## config.mk

```make
export PLATFORM = sky130hd
export DESIGN_NAME = op_sequencer
export DESIGN_NICKNAME = d
export VERILOG_FILES = /design/src/rtl/op_sequencer_pkg.sv /design/src/rtl/seq_mul_core.sv /design/src/rtl/op_sequencer.sv
export SDC_FILE = /design/constraint.sdc
export NUM_CORES = 1
export LEC_CHECK = 0
export BUFFER_PORTS_ARGS = -buffer_cell sky130_fd_sc_hd__buf_2
export CAP_MARGIN = 0
export CELL_PAD_IN_SITES_DETAIL_PLACEMENT = 0
export CELL_PAD_IN_SITES_GLOBAL_PLACEMENT = 1
export CORE_MARGIN = 3
export CORE_UTILIZATION = 35
export CTS_BUF_LIST = sky130_fd_sc_hd__clkbuf_8
export DETAILED_ROUTE_END_ITERATION = 6
export GPL_ROUTABILITY_DRIVEN = 0
export GPL_TIMING_DRIVEN = 0
export HOLD_SLACK_MARGIN = 0.1
export PLACE_DENSITY_LB_ADDON = 0.3
export SYNTH_ARGS = -nofsm -noshare
export SYNTH_HDL_FRONTEND = slang
export SYNTH_SLANG_ARGS = --single-unit
```

## constraint.sdc

```tcl
create_clock -name clk -period 3.56 [get_ports clk]
set_clock_uncertainty 0.05 [all_clocks]
set_input_delay 0.712 -clock clk [delete_from_list [all_inputs] [get_ports clk]]
set_output_delay 0.712 -clock clk [all_outputs]
set_load 0.02 [all_outputs]
```

## src/rtl/op_sequencer_pkg.sv

```systemverilog
// Shared encodings for the operation sequencer: op codes, FSM states, default width.
package op_sequencer_pkg;

    localparam int DEFAULT_WIDTH = 8;

    // Operation select encodings
    typedef enum logic [1:0] {
        OP_INV = 2'b00,
        OP_CNT = 2'b01,
        OP_MUL = 2'b10,
        OP_PAR = 2'b11
    } op_e;

    // Sequencer FSM states
    typedef enum logic [1:0] {
        IDLE = 2'b00,
        EXEC = 2'b01,
        MUL  = 2'b10,
        DONE = 2'b11
    } state_e;

endpackage

```

## src/rtl/seq_mul_core.sv

```systemverilog
// Shift-and-add unsigned multiplier: one multiplier bit per step, LSB first.
// `product` is the accumulator value after the current step, so the caller can
// capture the final result on the same edge as the last step.
module seq_mul_core #(
    parameter int WIDTH = 8
) (
    input  logic               clk,
    input  logic               rst,
    input  logic               load,
    input  logic               step,
    input  logic [WIDTH-1:0]   a,
    input  logic [WIDTH-1:0]   b,
    output logic [2*WIDTH-1:0] product,
    output logic               last
);

    localparam int QW = 2 * WIDTH;
    localparam int CW = $clog2(WIDTH) + 1;

    logic [QW-1:0]    acc_q, acc_d;
    logic [QW-1:0]    mcand_q, mcand_d;
    logic [WIDTH-1:0] mplier_q, mplier_d;
    logic [CW-1:0]    count_q, count_d;
    logic [QW-1:0]    acc_sum;

    // Partial-sum for the current multiplier bit and the last-iteration flag
    always_comb begin
        acc_sum = acc_q + (mplier_q[0] ? mcand_q : '0);
        last    = (count_q == CW'(WIDTH - 1));
        product = acc_sum;
    end

    // Next-state of the iteration registers: load clears, step shifts and accumulates
    always_comb begin
        acc_d    = acc_q;
        mcand_d  = mcand_q;
        mplier_d = mplier_q;
        count_d  = count_q;
        if (load) begin
            acc_d    = '0;
            mcand_d  = {{WIDTH{1'b0}}, b};
            mplier_d = a;
            count_d  = '0;
        end else if (step) begin
            acc_d    = acc_sum;
            mcand_d  = mcand_q << 1;
            mplier_d = mplier_q >> 1;
            count_d  = count_q + CW'(1);
        end
    end

    // Iteration registers
    always_ff @(posedge clk or posedge rst) begin
        if (rst) begin
            acc_q    <= '0;
            mcand_q  <= '0;
            mplier_q <= '0;
            count_q  <= '0;
        end else begin
            acc_q    <= acc_d;
            mcand_q  <= mcand_d;
            mplier_q <= mplier_d;
            count_q  <= count_d;
        end
    end

endmodule

```

## src/rtl/op_sequencer.sv

```systemverilog
// Operation sequencer: accepts one op at a time (invert, counter snapshot,
// multiply, parity), produces a registered result with a one-cycle done pulse.
// Handshake: start is sampled only in IDLE; busy is high in every other state;
// done is high for exactly the one cycle in DONE, when q holds the new result.
module op_sequencer
    import op_sequencer_pkg::*;
#(
    parameter int WIDTH = DEFAULT_WIDTH
) (
    input  logic               clk,
    input  logic               rst,
    input  logic               start,
    input  logic [1:0]         op,
    input  logic [WIDTH-1:0]   A,
    input  logic [WIDTH-1:0]   B,
    input  logic               hold,
    output logic [2*WIDTH-1:0] q,
    output logic               busy,
    output logic               done,
    output logic [1:0]         dbg_state
);

    localparam int QW = 2 * WIDTH;

    state_e           state_q, state_d;
    op_e              op_q, op_d;
    logic [WIDTH-1:0] a_q, a_d;
    logic [WIDTH-1:0] b_q, b_d;
    logic [QW-1:0]    q_q, q_d;
    logic             done_q, done_d;
    logic [QW-1:0]    cnt_q, cnt_d;

    logic             mul_load;
    logic             mul_step;
    logic [QW-1:0]    mul_product;
    logic             mul_last;

    seq_mul_core #(
        .WIDTH(WIDTH)
    ) u_mul (
        .clk     (clk),
        .rst     (rst),
        .load    (mul_load),
        .step    (mul_step),
        .a       (A),
        .b       (B),
        .product (mul_product),
        .last    (mul_last)
    );

    // Free-running counter, frozen while hold is high, wraps naturally
    always_comb begin
        cnt_d = hold ? cnt_q : cnt_q + QW'(1);
    end

    // FSM next-state, operand latch and result register update
    always_comb begin
        state_d  = state_q;
        op_d     = op_q;
        a_d      = a_q;
        b_d      = b_q;
        q_d      = q_q;
        done_d   = 1'b0;
        mul_load = 1'b0;
        mul_step = 1'b0;
        case (state_q)
            IDLE: begin
                if (start) begin
                    op_d = op_e'(op);
                    a_d  = A;
                    b_d  = B;
                    if (op_e'(op) == OP_MUL) begin
                        mul_load = 1'b1;
                        state_d  = MUL;
                    end else begin
                        state_d  = EXEC;
                    end
                end
            end
            EXEC: begin
                case (op_q)
                    OP_INV:  q_d = {~a_q, ~b_q};
                    OP_CNT:  q_d = cnt_q;
                    OP_PAR:  q_d = {{(QW-1){1'b0}}, ^b_q};
                    default: q_d = q_q;
                endcase
                done_d  = 1'b1;
                state_d = DONE;
            end
            MUL: begin
                mul_step = 1'b1;
                if (mul_last) begin
                    q_d     = mul_product;
                    done_d  = 1'b1;
                    state_d = DONE;
                end
            end
            DONE: begin
                state_d = IDLE;
            end
            default: begin
                state_d = IDLE;
            end
        endcase
    end

    // State, operand, result and counter registers
    always_ff @(posedge clk or posedge rst) begin
        if (rst) begin
            state_q <= IDLE;
            op_q    <= OP_INV;
            a_q     <= '0;
            b_q     <= '0;
            q_q     <= '0;
            done_q  <= 1'b0;
            cnt_q   <= '0;
        end else begin
            state_q <= state_d;
            op_q    <= op_d;
            a_q     <= a_d;
            b_q     <= b_d;
            q_q     <= q_d;
            done_q  <= done_d;
            cnt_q   <= cnt_d;
        end
    end

    // Output mapping
    always_comb begin
        q         = q_q;
        done      = done_q;
        busy      = (state_q != IDLE);
        dbg_state = state_q;
    end

endmodule

```

# After elaboration in Yosys (flattened, before gate mapping)
# Index checks and enable logic that the tools add are counted.
dict set report totals {
  memories 0
  rom_bits 0
  latch_bits 0
  regBits 97
  out_inout_bits 20
  in_bits 22
  wordCells 57
  mem_bits_rw 0
}
dict set report op_classes {
  eq_ne 10
  bitwise 2
  n_addsub 3
  n_reduce_logical 9
  shift 0
  div 0
  order_cmp 0
  mul 0
  n_mux 22
}
# op count
set ops {}
lappend ops {{two-way mux 16 bit} 6}
lappend ops {{one-hot mux 16 bit (3 select lines)} 1}
lappend ops {{one-hot mux 16 bit (2 select lines)} 1}
lappend ops {{adder 16 x 1 -> 16 bit (second input constant)} 1}
lappend ops {{adder 16 bit} 1}
lappend ops {{two-way mux 8 bit} 2}
lappend ops {{inverter 8 bit} 2}
lappend ops {{equality test 2 bit (second input constant)} 4}
lappend ops {{two-way mux 4 bit} 2}
lappend ops {{one-hot mux 2 bit (4 select lines)} 1}
lappend ops {{parity 8 bit} 1}
lappend ops {{two-way mux 2 bit} 3}
lappend ops {{nonzero test 2 bit} 3}
lappend ops {{two-way mux 1 bit} 5}
lappend ops {{adder 4 x 1 -> 4 bit (second input constant)} 1}
lappend ops {{equality test 2 x 1 -> 1 bit (second input constant)} 2}
lappend ops {{equality test 4 x 3 -> 1 bit (second input constant)} 1}
lappend ops {{zero test 2 bit} 2}
lappend ops {{!= test 2 bit (second input constant)} 2}
lappend ops {{!= test 4 bit (second input constant)} 1}
lappend ops {{AND reduction 2 bit} 2}
lappend ops {{AND reduction 3 bit} 1}
lappend ops {{one-hot mux 1 bit (2 select lines)} 1}

# Logic depth before layout (Yosys ltp)
dict set report logic_depth {
  depth_word 5
  depth_mapped 10
  ltp_nobuf 10
}

# By module
# Synthesis repeated with hierarchy kept, for this count alone.
dict set report hier_totals {
  cells_unflattened 547
  hier_area_um2 5455.2
}
# mod area_each_um2 n_inst seq_area_each_um2 cells_per_inst
set by_module_without_submodules {}
lappend by_module_without_submodules {seq_mul_core 2882.8 1 1101.1 309}
lappend by_module_without_submodules {op_sequencer 2572.5 1 1326.3 238}

# Least setup slack after synthesis
# OpenSTA, ideal clock, no wires.
dict set report synth_path {
  path_type {register to register}
  from {reg u_mul.mplier_q[0]}
  to {reg q_q[13] (netlist: q[13])}
  arrival_ns 2.350
  t_required_ns 3.369
  path_buffers 1
  period_less_slack_ns 2.541
  setup_ns 0.141
  slack_ns 1.019
  stages_incl_launch_ff 11
  path_cell_list {dfrtp_1 > clkbuf_1 > and2_1 > ha_1 > nand4_1 > o21bai_1 > o31ai_2 > or4_1 > a31oi_1 > xor2_1 > a31oi_1}
}
dict set report synth_via {
  elab_chain_cells 4
}
# element line
set synth_lines {}
lappend synth_lines {{start, declared} seq_mul_core.sv:22} ;# logic [WIDTH-1:0] mplier_q, mplier_d;
lappend synth_lines {{start signal, assigned} seq_mul_core.sv:62} ;# mplier_q <= mplier_d;
lappend synth_lines {{two-way mux 16 bit} seq_mul_core.sv:28} ;# acc_sum = acc_q + (mplier_q[0] ? mcand_q : '0);
lappend synth_lines {{adder 16 bit} seq_mul_core.sv:28}
lappend synth_lines {{two-way mux 16 bit} op_sequencer.sv:92} ;# if (mul_last) begin
lappend synth_lines {{one-hot mux 16 bit (2 select lines)} op_sequencer.sv:66} ;# case (state_q)
lappend synth_lines {{end signal, assigned} op_sequencer.sv:122} ;# q_q <= q_d;
lappend synth_lines {{end, declared} op_sequencer.sv:29} ;# logic [QW-1:0] q_q, q_d;
# No other way between the ends. The select of a mux whose other input is x is not followed.
# A chain may end at the register's enable or synchronous reset.

# Final worst setup path
# Same ends and word-level chain as after synthesis.

==> flow_summary.ini <==
[outcome]
status = finished, final reports clean

[die]
core_um2 = 14600
start_util_pct = 35.8
rows = 44
die_w_um = 128
pin_count = 42
die_y_um = 128
die_area_um2 = 16400

[critical_path]
end_kind = flop
startpoint_type = flop
crit_type = reg2reg
rr_worst_depth = 10
r2r_start = u_mul.mplier_q[0]
path_buf_inv = 1
rr_endpoint = q[13]
crit_slowest_cell = dfrtp_1
cp.arrival_ns = 3.32
critPathRequiredTime_ns = 3.75
r2r_slack_ns = 0.43
max_stage_delay_ns = 0.55
cp_cell_sequence = clkbuf_1, and2_1, ha_1, nand4_1, o21bai_1, o31ai_2, or4_1, a31oi_1, xor2_1, a31oi_1
crit_start = u_mul.mplier_q[0]
path_max_fanout = 10
cp_top_family = simple AND/OR/NAND/NOR gates
cpMostUsedCell = a31oi_1

[timing]
rsz0062_at_grt = false
period_minus_slack_ns = 3.13
max-slew-margin-rel_pct = 48.2
max_freq_mhz = 320
setup_viol_count_final = 0
setup_tns_ns = 0
tightest_slew_ns = 0.778
fin_crit_sh_pct = 87.9
hold_viol_final = 0
maxSlewViolCount = 0

[yosys]
yosys_warnings = 0
synth_ff_type = dfrtp_1
synth_edf_count = 0
netlist_area_um2 = 5220
ys_types = 46
netlist_top_cells_count = dfrtp_1 (97), nand2_1 (49), nor2_1 (44), o21ai_0 (44), mux2i_1 (35)
synth-async-reset-ratio_pct = 100
synthTopCellsByArea = dfrtp_1 (46%), mux2i_1 (6.7%), ha_1 (5.0%)
netlist_instances = 524
yosys.area.top_type_share_pct = 46.5
synth_area_leader_cell = dfrtp_1
synth.most_common_cell = dfrtp_1
seq_area_frac_synth_pct = 46.5
ys_ff_latch = 97
synth_nets = 568
avgSynthCellArea_um2 = 9.97

[clocking]
clock_latency_ns = 0.38
clkTransAtPathRegs_ns = 0.10
cts_root_buffer = clkbuf_8
cts_buffers = 9
cts_tree = built
cts.path.max_buffers = 2
clkSinkCount = 97
post-cts-setup-buffers = 0
cts_hold_buf = 0
h-tree-depth = 3
cts_resized = 0

[placed_design]
portBuffers = 41
place_area_um2 = 5690
dp_hpwl_mm = 9.82

[min_path]
hp-class = in2async

[cells_and_area]
area_growth_pct = 12.9
final_area_um2 = 5890
nNetsFinal = 621
layout-drive-gt1-share_pct = 15.3
diodes = 0

[routing]
drc = 0
drt_pass1_iterations = 4
routed_wl_mm = 13.0
drtIter0Drc = 175
vias_per_cell = 5.11
ant_nets = 0
wire_per_inst_um = 16.9
via_count = 3916

[grt]
grt.overflow.total = 0
grt_pass1_vias = 4112
antenna_found_initial = 0
grt_pass1_wl_mm = 21.7
grt_usage_pct = 16.9
grt_max_degree = 71

[power]
vdd_drop_max_mv = 0.325
p_leak_nw = 2.66
powerDensity_nw_per_um2 = 878
p_total_mw = 5.18

[run]
drv_cap = 0
layer usage:
metal | vias up | global-route usage (%) | wire length (um)
li1 | 1929 | - | -
met3 | 16 | 4.42 | 511
met1 | 1906 | 22.6 | 6240
met5 | - | 0 | 0
met2 | 65 | 27.0 | 5980
met4 | 0 | 4.87 | 241
through the flow:
stage,utilization [%],hold slack (ns),std cells,worst slack (ns)
2_1_floorplan,-,0.391,524,0.264
3_3_place_gp,38.8,0.407,749,-1.01
3_5_place_dp,39.0,0.413,750,0.482
4_1_cts,40.4,0.270,766,0.446
5_1_grt,40.4,0.281,766,0.257
6_report,40.4,0.270,766,0.432
worst max-delay path by stage:
| stage | end | slack, ns | cells past startpoint |
|---|---|---|---|
| finish | q[13] | 0.43 | 10 |
| global placement | cnt_q[4] | -1.01 | 2 |
| CTS | u_mul.acc_q[14] | 0.45 | 10 |
| floorplan | a_q[0] | 0.26 | 1 |
| detailed placement | u_mul.acc_q[14] | 0.48 | 10 |
| global route | q[13] | 0.26 | 10 |
sequential cells by signal, summed over array words and instances (netlist names):
name / flops
u_mul.count_q: 4
done: 1
cnt_q: 16
b_q: 8
q: 16
u_mul.acc_q: 16
u_mul.mcand_q: 16
dbg_state: 2
a_q: 8
op_q: 2
u_mul.mplier_q: 8
where the power goes:
part	switching (mW)	total, mW	internal, mW
logic	1.49	2.52	1.03
clock network	0.386	0.746	0.361
registers	0.351	1.91	1.56
final cells by class:
cell class                 count  area (um2)
sequential                    97        2430
inverter                      11        43.8
timing repair buffer          42         233
tap                          184         230
multi-input combinational    391        2640
clock inverter                 5        55.1
buffer                        25         111
clock buffer                  11         151
fill                        1455        8690
cells by family (layout without fill, tap and decap cells):
family | after synthesis | after routing | synth area share [%]
AOI/OAI and AO/OA | 106 | 106 | 12.2
and+or+nand+nor | 170 | 170 | 15.6
buffers and inverters | 36 | 94 | 2.92
muxes | 54 | 54 | 10.8
adders and majority gates | 22 | 22 | 5.41
xor gates and xnor gates | 39 | 39 | 6.54
DFF | 97 | 97 | 46.5
placed cells by master (no fill, tap or decap), types with 7 or more instances in the layout:
cell      netlist  layout
a21o_1          7       7
a21oi_1        23      23
a31oi_1        11      11
and2_1         20      20
buf_2           0      41
clkbuf_1       21      21
clkbuf_8        1      12
dfrtp_1        97      97
ha_1           21      21
inv_1          11      11
mux2_2         19      19
mux2i_1        35      35
nand2_1        49      49
nand3_1        20      20
nand4_1         7       7
nor2_1         44      44
o21ai_0        44      44
xnor2_1        25      25
xor2_1         14      14
No activity file was read; power rests on OpenSTA's default activity.
